File: src/rtl/sm83_nand_dyn.sv
// sm83_nand_dyn: bank of precharged (dynamic) NAND nodes sharing one
// precharge/evaluate pair. Models monotonic discharge, bounded charge
// retention with leakage, and a sticky per-channel leak flag.
//
// Control handshake: there is no backpressure. pch and eval are level
// requests sampled on each rising edge. pch wins over eval. y_valid
// qualifies y: it is high once at least one evaluation has happened
// since the last precharge.
module sm83_nand_dyn #(
  parameter int N_IN        = 2,
  parameter int CHANNELS    = 1,
  parameter int HOLD_CYCLES = 8,
  parameter int L_y         = 14
) (
  input  logic                       clk,
  input  logic                       reset,
  input  logic                       pch,
  input  logic                       eval,
  input  logic [CHANNELS*N_IN-1:0]   in,
  output logic [CHANNELS-1:0]        y,
  output logic                       y_valid,
  output logic [CHANNELS-1:0]        leak,
  output logic [1:0]                 state
);

  localparam logic [1:0] ST_IDLE = 2'd0;
  localparam logic [1:0] ST_PRE  = 2'd1;
  localparam logic [1:0] ST_EVAL = 2'd2;

  // Age counter width: clog2(HOLD_CYCLES+1), never below one bit.
  localparam int AW = (HOLD_CYCLES > 0) ? (($clog2(HOLD_CYCLES + 1) > 0) ? $clog2(HOLD_CYCLES + 1) : 1) : 1;
  localparam logic [AW-1:0] AGE_MAX  = AW'(HOLD_CYCLES);
  localparam logic [AW-1:0] AGE_LAST = (HOLD_CYCLES > 0) ? AW'(HOLD_CYCLES - 1) : '0;

  // The output load only shapes analogue delays; it has no logical effect.
  logic unused_load;
  assign unused_load = ^L_y;

  logic [AW-1:0]       age;
  logic [CHANNELS-1:0] all_hi;
  logic [CHANNELS-1:0] y_eval;
  logic                live;
  logic                leak_edge;

  // Per-channel pull-down condition and the node value after evaluation.
  always_comb begin
    all_hi = '0;
    for (int c = 0; c < CHANNELS; c++) begin
      all_hi[c] = &in[c*N_IN +: N_IN];
    end
    live      = (state != ST_IDLE);
    y_eval    = (eval && live) ? (y & ~all_hi) : y;
    // Leakage happens on the edge that moves age from HOLD-1 to HOLD.
    leak_edge = (HOLD_CYCLES != 0) && live && (age == AGE_LAST);
  end

  // Node, flag, age and FSM update with reset > pch > eval > leakage.
  always_ff @(posedge clk) begin
    if (reset) begin
      y       <= '1;
      y_valid <= 1'b0;
      leak    <= '0;
      age     <= '0;
      state   <= ST_IDLE;
    end else if (pch) begin
      y       <= '1;
      y_valid <= 1'b0;
      leak    <= '0;
      age     <= '0;
      state   <= ST_PRE;
    end else if (live) begin
      if (age != AGE_MAX) begin
        age <= age + AW'(1);
      end
      if (leak_edge) begin
        // Nodes discharged by evaluation this edge do not count as leaks.
        y    <= '0;
        leak <= leak | y_eval;
      end else begin
        y <= y_eval;
      end
      if (eval) begin
        y_valid <= 1'b1;
        state   <= ST_EVAL;
      end
    end
  end

endmodule
File: config.mk
export PLATFORM = sky130hd
export DESIGN_NAME = sm83_nand_dyn
export DESIGN_NICKNAME = d
export VERILOG_FILES = /design/src/rtl/sm83_nand_dyn.sv
export SDC_FILE = /design/constraint.sdc
export NUM_CORES = 1
export LEC_CHECK = 0
export CORE_AREA = 2 2 39 41
export DETAILED_ROUTE_END_ITERATION = 8
export DIE_AREA = 0 0 41 43
export HOLD_SLACK_MARGIN = 0.05
export PLACE_DENSITY = 0.6
export SLEW_MARGIN = 20
export SYNTH_ARGS = -nofsm -noshare
export SYNTH_HDL_FRONTEND = slang
export SYNTH_SLANG_ARGS = --single-unit
File: constraint.sdc
create_clock -name clk -period 1.57 [get_ports clk]
set_input_delay 0.3925 -clock clk [delete_from_list [all_inputs] [get_ports clk]]
set_output_delay 0.3925 -clock clk [all_outputs]
set_load 0.02 [all_outputs]
==> impl_metrics.toml, run 1 <==
[drt]
ant_nets = 0
drt_iter0_drc = 11
vias = 335
routed_wl_um = 719
routedWlPerCell_um = 9.72
routed_via_density = 4.53
firstDrtPassIters = 4
drc = 0

[worst_setup_path]
path_buf_inv = 1
crit_path_top_delay_cell = "dlygate4sd2_1"
cp_max_fo = 3
reg2reg_depth = 5
crit_family = "buffers and inverters"
cp.depth = 1
worstSetupEndpointType = "primary output"
cp.required_ps = 1180
cp_cell_sequence = "dlygate4sd2_1"
critical_path_arrival_ps = 920
critPathMaxStageDelay_ps = 340
critical_path_class = "register to primary output"
critPathLaunchType = "register"

[placement]
gp_congestion = 0.739
port_buffers = 10
hpwl_um = 595
dpl-instance-area_um2 = 520
preCtsSetupSlack_ps = 109

[synth]
synthSimpleGateAreaFrac = 0.235
synthArstFlopShare = 0
syn_inst = 42
synth-xor-area-share = 0.0232
ys_seq_area_frac = 0.424
ys_ff_latch = 8
syn-cell-area_um2 = 378
synth_edf_count = 0
ys.flop_type = "dfxtp_1"
ys_types = 21
synth_top_family_by_area = "simple AND/OR/NAND/NOR gates"
ys.warnings.count = 0
synthAdderAreaFrac = 0.0662
synth_mux_area_frac = 0
synth_area_per_cell_um2 = 9.00
synth-compound-area-share = 0.202
synth_nets = 50

[die]
dieArea_mm2 = 0.00176
start_util = 0.273
die_x_um = 41
coreArea_mm2 = 0.00138
boundaryPins = 11
die_h_um = 43
fp-row-count = 14

[timing]
period_needed_ps = 1310
min_period_over_period = 0.835
whs_ps = 478
slew_violations = 0
fin_tns_setup_ps = 0
setup_ws_ps = 260
fmax_mhz = 763
tightest_slew_ps = 307
rsz0062_at_grt = "false"
clock_skew_ps = 1.78
setup_viol = 0
hold_viol = 0
relSlewSlack = 0.795

[clocking]
clock_path_buffers = 2
cts_tree = "done"
clk_latency_ps = 250
path_clk_slew_ps = 50
cts_buffers = 3
h-tree-depth = 1
clockRootBuffer = "clkbuf_4"
postCtsSetupBuffers = 0
clkSinkCount = 8

[pwr]
finalPower_mw = 0.413
p_per_area_mw_per_mm2 = 769
power_leakage_nw = 0.230
ir_drop_v = 0.000533

[global_routing]
track_usage = 0.108
antenna_found_initial = 0
grt_max_degree = 7
grt_pass1_wl_um = 1210
grt_overflow = 0
grt_pass1_vias = 307

[finish]
layout_common_cells = "8 x dfxtp_1, 5 x clkdlybuf4s50_1, 5 x dlygate4sd2_1, 4 x o21ai_0, 4 x buf_4"
final_area_um2 = 537
nets = 68
drive_gt1_frac = 0.138
diodes = 0
area_growth_pct = 42.1
layout_commonest_cell = "dfxtp_1"

[run]
drv_cap = 0

[hold_path]
hold_path_class = "register to register"
min_path_cells = 1

[run_status]
status = "complete, no violations"
==> sequential cells by signal (all words and copies together), names as in the netlist <==
register	count
age	4
leak	1
state	2
y	1
==> report_power, final <==
group | internal, mW | leakage (nW) | switching [mW] | total, mW
clock | 0.0870 | 0.0138 | 0.0627 | 0.150
combinational | 0.0293 | 0.151 | 0.0233 | 0.0526
sequential | 0.208 | 0.0650 | 0.00276 | 0.210
total | 0.324 | 0.230 | 0.0887 | 0.413
==> path summary, 6_finish.rpt <==
check | endpoint | start | slack, ps
hold / removal | leak | leak | 480
setup reg to reg | age[1] | age[0] | 360
hold reg to reg | leak | leak | 480
setup / recovery | y | y | 260
==> cell type report <==
| class | instances | area (um^2) |
|---|---|---|
| clock buffer | 3 | 22.5 |
| fill | 142 | 847 |
| inverter | 3 | 11.3 |
| multi-input combinational | 30 | 199 |
| sequential | 8 | 160 |
| tap | 16 | 20.0 |
| timing repair buffer | 14 | 124 |
==> layer usage <==
metal,up-vias,routed length [um],part of all wire,GRT usage
met3,0,41,0.057,0.0942
met2,7,335,0.47,0.125
met5,-,0,0,0
li1,186,-,-,-
met1,142,342,0.48,0.149
met4,0,0,0,0.0200
==> metrics by stage <==
stage	utilization	instances
2_1_floorplan	-	42
3_3_place_gp	0.376	71
3_5_place_dp	0.376	71
4_1_cts	0.388	74
5_1_grt	0.388	74
6_report	0.388	74
==> cells in the mapped netlist, types with 2 or more instances <==
library cell / count / area (um^2)
dfxtp_1: 8 / 160
o21ai_0: 4 / 20.0
inv_1: 3 / 11.3
nand3_1: 3 / 15.0
nor2_1: 3 / 11.3
nor3_1: 3 / 15.0
a21boi_0: 2 / 15.0
a21oi_1: 2 / 10.0
ha_1: 2 / 25.0
==> cells by family (layout without fill, tap and decap cells) <==
family                     after synthesis  in the layout
xor gates and xnor gates                 1              1
buffers and inverters                    4             20
DFF                                      8              8
and+or+nand+nor                         15             15
AOI/OAI and AO/OA                       12             12
adders and majority gates                2              2
==> timing repair <==
item                                    CTS  global route
hold buffers                              0             0
gates resized for setup                   5             0
endpoints found under the setup margin    5             0
No activity file was read; power rests on OpenSTA's default activity.
==> inputs of run 2 (changes only) <==
clock period = 1.3 ns   (was 1.57 ns; I/O delays follow)
==> run 2 against run 1 <==
Net effect: wire length up 5.0%; final cell count up 1.4%; first-iteration DRC count down 27%; clock skew about the same; critical endpoint is now state[1]; largest cell class unchanged; highest routed layer unchanged.
==> impl_metrics.toml, run 2 (same netlist as run 1, synthesis figures left out) <==
[timing]
whs_ps = 480
hold_viol = 0
tightest_slew_ps = 287
slew_violations = 0
fin_tns_setup_ps = 0
setup_ws_ps = 49.6
rsz0062_at_grt = "false"
setup_viol = 0
min_period_over_period = 0.962
fmax_mhz = 800
relSlewSlack = 0.808
clock_skew_ps = 1.85
period_needed_ps = 1250

[pwr]
p_clk_frac = 0.369
netSwitchingFraction = 0.227
seqPwrFrac = 0.499
power_switching_mw = 0.115
power_leakage_nw = 0.235
combPwrFrac = 0.131
internal_power_mw = 0.393
ir_drop_v = 0.000489
p_per_area_mw_per_mm2 = 932

[die]
dieArea_mm2 = 0.00176
boundaryPins = 11
die_h_um = 43
die_x_um = 41
fp-row-count = 14
start_util = 0.273
coreArea_mm2 = 0.00138

[drt]
drt_iter0_drc = 8
vias = 353
routedWlPerCell_um = 10.1
routed_via_density = 4.71
drc = 0
routed_wl_um = 755
firstDrtPassIters = 2
ant_nets = 0

[hold_path]
hold_path_class = "register to register"
holdCritStartpoint = "leak"
min_path_cells = 1
whs_endpoint = "leak"

[global_routing]
gr-usage-met3 = 0.0314
grt_use_met2 = 0.138
antenna_found_initial = 0
track_usage = 0.109
met1_usage = 0.158
grt_pass1_wl_um = 1280
grt_max_degree = 7
grt_overflow = 0
gr-max-usage-layer = "met1"
grt_pass1_vias = 321

[finish]
layout_commonest_cell = "dfxtp_1"
regMostFlops = "age"
largest_reg_flops = 4
nets = 69
diodes = 0
layout_common_cells = "7 x dfxtp_1, 5 x clkdlybuf4s50_1, 5 x dlygate4sd2_1, 5 x buf_4, 4 x o21ai_0"
area_growth_pct = 44.4
drive_gt1_frac = 0.169
largestRegisters = "age: 4 flops, state: 2 flops"

[worst_setup_path]
cp.required_ps = 980
path_buf_inv = 1
reg2reg_depth = 4
cp_max_fo = 3
worstSetupEndpointType = "primary output"
critical_path_class = "register to primary output"
critical_path_arrival_ps = 930
crit_path_top_delay_cell = "dfxtp_1"
r2r-start = "state[0]"
critPathMaxStageDelay_ps = 340
regToRegSetupSlack_ps = 100
timing.rr.end = "leak"
cp_cell_sequence = "dlygate4sd2_1"
critPathLaunchType = "register"
crit_family = "flip-flops"

[clocking]
clock_path_buffers = 2
cts_buffers = 3
clk_latency_ps = 250
clkSinkCount = 8
h-tree-depth = 1
postCtsSetupBuffers = 0
cts_tree = "done"
ctsHoldBuffers = 0
clockRootBuffer = "clkbuf_4"
path_clk_slew_ps = 60

[placement]
hpwl_um = 624
preCtsSetupSlack_ps = -91.3
gp_congestion = 0.776
port_buffers = 10

[run]
drv_cap = 0

[run_status]
status = "complete, no violations"
-- run 2: cell types whose count changed in the layout (fill, tap and decap cells not counted), sizes merged --
cell  change
buf       +1
-- run 2: power by group through the flow --
stage	clock network (mW)	logic (mW)	registers, mW
after floorplan	0	0.0222	0.265
after global placement	0	0.0694	0.259
after detailed placement	0	0.0699	0.259
after CTS	0.192	0.0674	0.254
after global routing	0.215	0.0747	0.254
final	0.188	0.0668	0.254
-- run 2: metal layers --
metal / share of wire / up-vias
met4: 0 / 0
li1: - / 190
met3: 0.025 / 0
met2: 0.48 / 4
met1: 0.50 / 159
met5: 0 / -
-- run 2: final cells by class --
class | instances | area [um^2]
flip-flops and latches | 8 | 161
well taps | 16 | 20.0
repair buffers | 15 | 131
multi-input cells | 30 | 199
clock buffers | 3 | 22.5
inverters | 3 | 11.3
fillers | 144 | 838
-- run 2: how the worst max path moves through the flow --
stage	startpoint	end	slack, ps	cells past startpoint
final	state[1]	state[1]	50	1
after global routing	age[1]	age[0]	0.7	5
after CTS	state[1]	state[1]	40	1
after detailed placement	pch	leak	-90	4
after global placement	pch	leak	-80	4
after floorplan	state[0]	leak	150	3
-- run 2: what timing repair did --
item                                    in CTS  in global routing
gates resized for setup                      5                  1
cloned                                       0                  0
hold endpoints to repair                     0                  0
endpoints found under the setup margin       5                  1
-- run 2: per-stage QoR --
step                      total power [mW]   util  area (um^2)  cells
final                                0.508  0.394          546     75
after global placement               0.329  0.382          528     72
after detailed placement             0.329  0.382          528     72
after floorplan                      0.287      -          378     42
after global routing                 0.544  0.394          546     75
after CTS                            0.513  0.393          544     75
==> inputs of run 3 (changes only) <==
TNS_END_PERCENT = 1   (was default)
==> results of run 3 <==
Final layout, timing and power as in run 2 (identical DEF).
